**config.mk**
```make
export PLATFORM = sky130hd
export DESIGN_NAME = instr_sequencer_flat
export DESIGN_NICKNAME = d
export VERILOG_FILES = /design/src/rtl/instr_sequencer_if.sv /design/src/rtl/instr_sequencer.sv /design/src/flat_wrapper.sv
export SDC_FILE = /design/constraint.sdc
export NUM_CORES = 1
export LEC_CHECK = 0
export ABC_AREA = 1
export CORE_AREA = 2 2 59 61
export DETAILED_ROUTE_END_ITERATION = 8
export DIE_AREA = 0 0 61 63
export DONT_BUFFER_PORTS = 1
export GPL_ROUTABILITY_DRIVEN = 0
export MAX_ROUTING_LAYER = met4
export PLACE_DENSITY = 0.73
export RECOVER_POWER = 25
export SLEW_MARGIN = 20
export SYNTH_ARGS = -nofsm -noshare
export SYNTH_HDL_FRONTEND = slang
export SYNTH_SLANG_ARGS = --single-unit
```
**constraint.sdc**
```tcl
create_clock -name clock -period 2 [get_ports clock]
set_input_delay 0.3 -clock clock [delete_from_list [all_inputs] [get_ports clock]]
set_output_delay 0.3 -clock clock [all_outputs]
set_load 0.005 [all_outputs]
```
**src/rtl/instr_sequencer_if.sv**
```systemverilog
// Instruction memory and register file bus for instr_sequencer.
// master = sequencer side, slave = memory / register file side.
interface instr_sequencer_if #(
  parameter int PC_WIDTH = 8
);
  logic                imem_req;
  logic [PC_WIDTH-1:0] imem_addr;
  logic                imem_ack;
  logic [7:0]          imem_data;
  logic                read_reg1;
  logic                read_reg2;
  logic [7:0]          read_data1;
  logic [7:0]          read_data2;
  logic                write_reg;
  logic [7:0]          write_data;
  logic                write_en;

  modport master (
    output imem_req, imem_addr,
    output read_reg1, read_reg2,
    output write_reg, write_data, write_en,
    input  imem_ack, imem_data,
    input  read_data1, read_data2
  );

  modport slave (
    input  imem_req, imem_addr,
    input  read_reg1, read_reg2,
    input  write_reg, write_data, write_en,
    output imem_ack, imem_data,
    output read_data1, read_data2
  );
endinterface

```
**src/rtl/instr_sequencer.sv**
```systemverilog
// Multi-cycle fetch/decode/execute/writeback sequencer, 8-bit datapath.
// Define INSTR_SEQ_SATURATE_EN for saturating ADD/SUB instead of wrapping.
module instr_sequencer #(
  parameter int PC_WIDTH = 8
) (
  input  logic                clock,
  input  logic                reset_n,
  input  logic                start,
  instr_sequencer_if.master   bus,
  output logic                busy,
  output logic                halted,
  output logic [PC_WIDTH-1:0] pc
);

  localparam logic [2:0] IDLE      = 3'd0;
  localparam logic [2:0] FETCH     = 3'd1;
  localparam logic [2:0] DECODE    = 3'd2;
  localparam logic [2:0] EXECUTE   = 3'd3;
  localparam logic [2:0] WRITEBACK = 3'd4;
  localparam logic [2:0] HALTED    = 3'd5;

  localparam logic [PC_WIDTH-1:0] PC_ONE =
    {{(PC_WIDTH-1){1'b0}}, 1'b1};

  logic [2:0] state;
  logic [7:0] instr;
  logic [7:0] result;
  logic [7:0] alu;
  logic [7:0] add_res;
  logic [7:0] sub_res;
  logic [1:0] op;
  logic       unused_fields;

  assign op            = instr[7:6];
  assign unused_fields = ^instr[2:0];

`ifdef INSTR_SEQ_SATURATE_EN
  logic [8:0] sum;
  logic [8:0] diff;

  assign sum  = {1'b0, bus.read_data1} + {1'b0, bus.read_data2};
  assign diff = {1'b0, bus.read_data1} - {1'b0, bus.read_data2};
  // Bit 8 flags carry out of ADD and borrow out of SUB.
  assign add_res = sum[8]  ? 8'hFF : sum[7:0];
  assign sub_res = diff[8] ? 8'h00 : diff[7:0];
`else
  assign add_res = bus.read_data1 + bus.read_data2;
  assign sub_res = bus.read_data1 - bus.read_data2;
`endif

  always_comb begin
    alu = result;
    unique case (op)
      2'b00:   alu = add_res;
      2'b01:   alu = sub_res;
      2'b10:   alu = {3'b000, instr[4:0]};
      default: alu = result;
    endcase
  end

  always_ff @(posedge clock or negedge reset_n) begin
    if (!reset_n) begin
      state         <= IDLE;
      pc            <= '0;
      instr         <= '0;
      result        <= '0;
      bus.read_reg1 <= 1'b0;
      bus.read_reg2 <= 1'b0;
    end else begin
      unique case (state)
        IDLE: begin
          if (start) state <= FETCH;
        end
        FETCH: begin
          if (bus.imem_ack) begin
            instr         <= bus.imem_data;
            pc            <= pc + PC_ONE;
            bus.read_reg1 <= bus.imem_data[4];
            bus.read_reg2 <= bus.imem_data[3];
            state         <= DECODE;
          end
        end
        DECODE: begin
          state <= (op == 2'b11) ? HALTED : EXECUTE;
        end
        EXECUTE: begin
          result <= alu;
          state  <= WRITEBACK;
        end
        WRITEBACK: begin
          state <= FETCH;
        end
        HALTED: begin
          state <= HALTED;
        end
        default: begin
          state <= IDLE;
        end
      endcase
    end
  end

  assign bus.imem_req   = (state == FETCH);
  assign bus.imem_addr  = pc;
  assign bus.write_en   = (state == WRITEBACK);
  assign bus.write_reg  = instr[5];
  assign bus.write_data = result;

  assign busy   = (state == FETCH)   ||
                  (state == DECODE)  ||
                  (state == EXECUTE) ||
                  (state == WRITEBACK);
  assign halted = (state == HALTED);

endmodule

```
**src/flat_wrapper.sv**
```systemverilog
// flat-port wrapper written by rule: the top's interface ports become plain ports
module instr_sequencer_flat 
#(
  parameter int PC_WIDTH = 8
)
  (clock, reset_n, start, busy, halted, pc, bus_imem_req, bus_imem_addr, bus_read_reg1, bus_read_reg2, bus_write_reg, bus_write_data, bus_write_en, bus_imem_ack, bus_imem_data, bus_read_data1, bus_read_data2);
  instr_sequencer_if #(.PC_WIDTH(PC_WIDTH)) bus_i ();
  input  logic clock;
  input  logic reset_n;
  input  logic start;
  output logic busy;
  output logic halted;
  output logic [PC_WIDTH-1:0] pc;
  output wire logic [$bits(bus_i.imem_req)-1:0] bus_imem_req;
  output wire logic [$bits(bus_i.imem_addr)-1:0] bus_imem_addr;
  output wire logic [$bits(bus_i.read_reg1)-1:0] bus_read_reg1;
  output wire logic [$bits(bus_i.read_reg2)-1:0] bus_read_reg2;
  output wire logic [$bits(bus_i.write_reg)-1:0] bus_write_reg;
  output wire logic [$bits(bus_i.write_data)-1:0] bus_write_data;
  output wire logic [$bits(bus_i.write_en)-1:0] bus_write_en;
  input wire logic [$bits(bus_i.imem_ack)-1:0] bus_imem_ack;
  input wire logic [$bits(bus_i.imem_data)-1:0] bus_imem_data;
  input wire logic [$bits(bus_i.read_data1)-1:0] bus_read_data1;
  input wire logic [$bits(bus_i.read_data2)-1:0] bus_read_data2;
  assign bus_imem_req = bus_i.imem_req;
  assign bus_imem_addr = bus_i.imem_addr;
  assign bus_read_reg1 = bus_i.read_reg1;
  assign bus_read_reg2 = bus_i.read_reg2;
  assign bus_write_reg = bus_i.write_reg;
  assign bus_write_data = bus_i.write_data;
  assign bus_write_en = bus_i.write_en;
  assign bus_i.imem_ack = bus_imem_ack;
  assign bus_i.imem_data = bus_imem_data;
  assign bus_i.read_data1 = bus_read_data1;
  assign bus_i.read_data2 = bus_read_data2;
  instr_sequencer #(.PC_WIDTH(PC_WIDTH)) u_core (.clock(clock), .reset_n(reset_n), .start(start), .bus(bus_i), .busy(busy), .halted(halted), .pc(pc));
endmodule
```
After elaboration in Yosys (flattened, before gate mapping)
Index checks and enable logic that the tools add are counted.
{ "totals": {"mem_bits_ro": 0, "word_cells": 33, "mem_count": 0, "regBits": 29, "out_inout_bits": 31, "latch_bits": 0, "mem_bits_rw": 0} }
{ "op_classes": {"n_addsub": 3, "div": 0, "order_cmp": 0, "bitwise": 0, "n_eq_ne": 10, "n_mux": 5, "shift": 0, "multipliers": 0, "n_reduce_logical": 9} }
{ "op_table": {"columns": ["cell", "count"], "rows": [
  ["$pmux 8 s3", 1],
  ["$pmux 3 s6", 1],
  ["$mux 3", 3],
  ["$add 8x1->8 const B", 1],
  ["$add 8x8->8", 1],
  ["$sub 8x8->8", 1],
  ["$eq 3x2->1 const B", 2],
  ["$eq 3x3->1 const B", 2],
  ["$reduce_and 2->1", 3],
  ["$eq 2x2->1 const B", 2],
  ["$eq 3x1->1 const B", 1],
  ["$logic_not 3->1", 1],
  ["$logic_or 1x1->1", 3],
  ["$reduce_bool 3->1", 1],
  ["$eq 2x1->1 const B", 1],
  ["$logic_not 2->1", 1],
  ["$ne 2x1->1 const B", 1],
  ["$ne 2x2->1 const B", 1]
]} }

Longest topological paths before layout
{ "depth": {"ltp_word": 4, "ltp_mapped": 17, "ltp_nobuf": 17} }

Worst setup path after synthesis
No wires, ideal clock.
{ "synth_path": {"kind": "in2reg", "startpoint": "in bus_read_data2[0]", "endpoint": "reg u_core.result[7] (netlist: u_core.bus.write_data[7])", "arrival_ns": 1.827, "path_slack_ns": 0.056, "stages": 15, "path_buffers": 0, "setup_time_ns": 0.117, "required_time_ns": 1.883, "cell_sequence": "inv_1 -> ha_1 -> inv_1 -> nor2_1 -> nand2_1 -> o21ai_0 -> xnor2_1 -> inv_1 -> ha_1 -> a21oi_1 -> nand2_1 -> a21oi_1 -> nand3_1 -> nand3_1 -> nand2_1"} }
{ "synth_via": {"elab_chain_len": 2, "elab_cells_between_ends": 3, "classes_between": "add/sub (2); mux (1)"} }
{ "synth_rtl": {"columns": ["item", "line", "text"], "rows": [
  ["start: declaration", "flat_wrapper.sv:24", "input wire logic [$bits(bus_i.read_data2)-1:0] bus_read_data2;"],
  ["$sub 8x8->8 or $add 8x8->8 (tied branches)", "instr_sequencer.sv:48, instr_sequencer.sv:47", null],
  ["$pmux 8 s3 (*)", "instr_sequencer.sv:53", "unique case (op)"],
  ["end signal: assignment", "instr_sequencer.sv:87", "result <= alu;"],
  ["end: declaration", "instr_sequencer.sv:27", "logic [7:0] result;"]
]} }
Every way passes the cells marked *; elsewhere a longest branch is shown, timed or not.
A chain may end at the register's enable or synchronous reset.

Worst setup path after layout
{ "layout_path": {"startpoint": "reg u_core.instr[6]", "endpoint": "reg u_core.result[6] (netlist: u_core.bus.write_data[6])"} }
{ "layout_via": {"elab_chain_len": 3, "elab_cells_between_ends": 6, "classes_between": "eq/ne (2); mux (1); reduce/logical (3)"} }
{ "layout_rtl": {"columns": ["item", "line", "text"], "rows": [
  ["start: declaration", "instr_sequencer.sv:26", "logic [7:0] instr;"],
  ["start signal: assignment", "instr_sequencer.sv:76", "instr <= bus.imem_data;"],
  ["$eq 2x1->1, or another cell as far along", "instr_sequencer.sv:53", null],
  ["$reduce_bool 3->1 (no source line)", null, null],
  ["$reduce_and 2->1 (no source line)", null, null]
]} }
Several ways; a longest one is shown, not always the timed one.

==> summary.md <==
| Metric | Value |
|---|---|
| Most frequent cells in the layout | `40 x nand2_1, 27 x dfrtp_1, 22 x inv_1` |
| Most common cell after layout, fill and taps aside | `nand2_1` |
| Die ar. | `0.00384 mm2` |
| Fin crit share | `93.1%` |
| Root Driver | `clkbuf_4` |
| EDFF count, synth | `0` |
| GRT busiest layer | `met2` |
| DR DRC count | `0` |
| DR iter-0 viols | `44` |
| Synthesized area per cell | `between 8 and 9 um2` |
| Yosys reg bits | `27` |
| Total Power | `~2.6 mW` |
| Slew Viols, Final | `0` |
| ANT cells | `0` |
| Met3 Usage GRT | `4.55%` |
| Routed wire length | `3.29 mm` |
| Tot GR Track Use | `18.8%` |
| Vias | `about 1,300` |
| Met2 GRT Util | `30.5%` |
| Post-CTS setup buffers | `0` |
| Asr flop ratio synth | `100%` |
| Outcome | `completed` |
| Worst setup EP type | `flop` |
| Fmax | `0.537 GHz` |
| Syn_nets | `248` |
| Placement Cell Area | `0.00184 mm2` |
| Clk Latency, worst-skew pair | `approximately 0.32 ns` |
| Final Worst Setup Slack | `approximately 0.14 ns` |
| CP max FO | `6` |
| HPWL after DPL | `2.47 mm` |
| Max IR drop VDD | `between 0.8 and 0.9 mV` |
| Clock-pin slew on the worst setup and hold paths | `0.14 ns` |
| Rows | `21` |
| Worst-case clock skew | `between 0.007 and 0.008 ns` |
| Mapped Cells | `210` |
| Die height | `roughly 63 um` |
| Max_cap viols | `0` |
| First-pass GRT wire length | `5.41 mm` |
| Design area | `a little under 0.002 mm2` |
| Synth unique cells | `28` |
| Slew HR | `6.02%` |
| IO Port Bufs | `0` |
| Vias per inst | `just over 5` |
| Top Ports | `59` |
| Sequential share of the synthesized area | `roughly 38%` |
| Core area | `around 0.0032 mm2` |
| Final net count | `258` |
| Drt pass-1 iters | `4` |
| Worst Path Arrival | `2.13 ns` |
| Final Hold Fails | `0` |
| Number of global-route vias before repair | `between 1,000 and 1,500` |
| H-Tree Depth | `1` |
| Tmin final | `1.86 ns` |
| Layout cells sized above 1 | `about a fifth` |
| Area delta synth->final | `11.0%` |
| Cell area after synthesis | `approximately 0.0018 mm2` |
| GR Util met1 | `23.5%` |
| Total CTS buffers | `3` |
| Die X-Extent | `61 um` |
| Worst reg2reg path depth | `14` |
| Pin count of the biggest net entering global routing | `28` |
| Worst Hold Path Cells | `1` |
| Top FF cell, synth | `dfrtp_1` |
| Critical Path RT | `about 2.3 ns` |
| Measured slew at the worst slew-check pin | `1.41 ns` |
| CTS tree | `yes` |
| YS warnings | `0` |
| Global route overflow | `0` |
| CTS Sinks | `27` |
| Leak pwr | `approximately 0.99 nW` |
| Final setup vio count | `0` |
| Kind of critical path | `flop to flop` |
| Initial antenna violation count | `0` |
| DR WL/cell | `12.4 um` |
| Antenna-violating nets left | `0` |
| Post-Place Worst Slack | `-0.0523 ns` |
| Starting Density | `54.4%` |
| Worst setup SP type | `flop` |
| Worst min-delay path class | `primary input to flop` |
| Clk buf depth | `2` |
| PD cells | `1340 mW/mm2` |
per-stage QoR:
stage,hold WS [ns],utilization [%],setup TNS [ns],instances
finish,0.113,60.4,0,265
detailed placement,0.00502,56.8,-0.0523,259
global placement,0.00498,56.8,-0.0157,259
global route,0.0822,60.4,-0.0120,265
floorplan,0.00441,-,0,210
CTS,0.0986,58.8,0,265
timing repair:
action,4_1_cts,5_1_grt
endpoints found under the setup margin,2,6
gates resized for setup,2,14
cloned,0,0
hold buffers,2,0
hold endpoints to repair,27,0
worst paths after layout:
kind | slack (ns) | startpoint | end
max in group asynchronous | 0.35 | reset_n | u_core.bus.imem_addr[7]
min in group asynchronous | 0.84 | reset_n | u_core.bus.write_data[1]
hold reg to reg | 0.52 | u_core.instr[0] | u_core.instr[0]
setup reg to reg | 0.14 | u_core.instr[6] | u_core.bus.write_data[6]
hold / removal | 0.11 | bus_imem_data[1] | u_core.instr[1]
setup / recovery | 0.14 | u_core.instr[6] | u_core.bus.write_data[6]
flip-flops by register name, indices dropped and copies added, names as in the netlist:
register and cells:
u_core.state 3, u_core.instr 8, u_core.bus.imem_addr 8, u_core.bus.write_data 8
Yosys cell counts (2+ instances only):
master	instances	area, um2
nand2_1	43	161
xor2_1	9	78.8
nand4_1	2	12.5
nor3_1	3	15.0
o21ai_0	7	35.0
a21oi_1	17	85.1
dfrtp_1	27	676
inv_1	23	86.3
xnor2_1	7	61.3
mux2_2	2	22.5
ha_1	9	113
nand3_1	15	75.1
nor2_1	18	67.6
mux2_4	5	75.1
buf_4	8	60.1
a31oi_1	2	12.5
nand2_4	2	22.5
logic make-up after synthesis:
logic type	share of synthesized area [%]
adders and majority gates	7.54
DFF	38.4
and+or+nand+nor	23.1
muxes	5.55
buffers and inverters	9.46
AOI/OAI and AO/OA	7.97
xor gates and xnor gates	7.97
routing by layer:
| metal | part of all wire [%] | vias to the layer above |
|---|---|---|
| met1 | 44 | 612 |
| met5 | 0 | - |
| met3 | 4.9 | 6 |
| li1 | - | 690 |
| met4 | 2.2 | 0 |
| met2 | 49 | 34 |
power by group:
group	total (mW)	internal (mW)	switching, mW
sequential	1.02	0.770	0.249
clock	0.228	0.0749	0.153
combinational	1.38	0.657	0.719
total	2.62	1.50	1.12
worst max-delay path: stages (launching register included):
cell     delay [ns]
dfrtp_1        0.43
nand2_4        0.13
o21ai_0        0.09
nand2_1        0.09
xor2_1         0.15
inv_1          0.09
ha_4           0.28
nand2_1        0.05
inv_1          0.07
nand4_1        0.12
nand3_1        0.11
nand2_1        0.05
nand2_1        0.05
nand2_1        0.05
nand2_1        0.05
cell type report:
| cell class | instances | area [um2] |
|---|---|---|
| Clock buffer | 3 | 22.5 |
| Clock inverter | 1 | 5.00 |
| Fill cell | 288 | 1280 |
| Inverter | 25 | 95.1 |
| Multi-Input combinational cell | 149 | 993 |
| Sequential cell | 27 | 676 |
| Tap cell | 46 | 57.6 |
| Timing Repair Buffer | 14 | 104 |
Note: power is estimated with default switching activity, not from simulation.
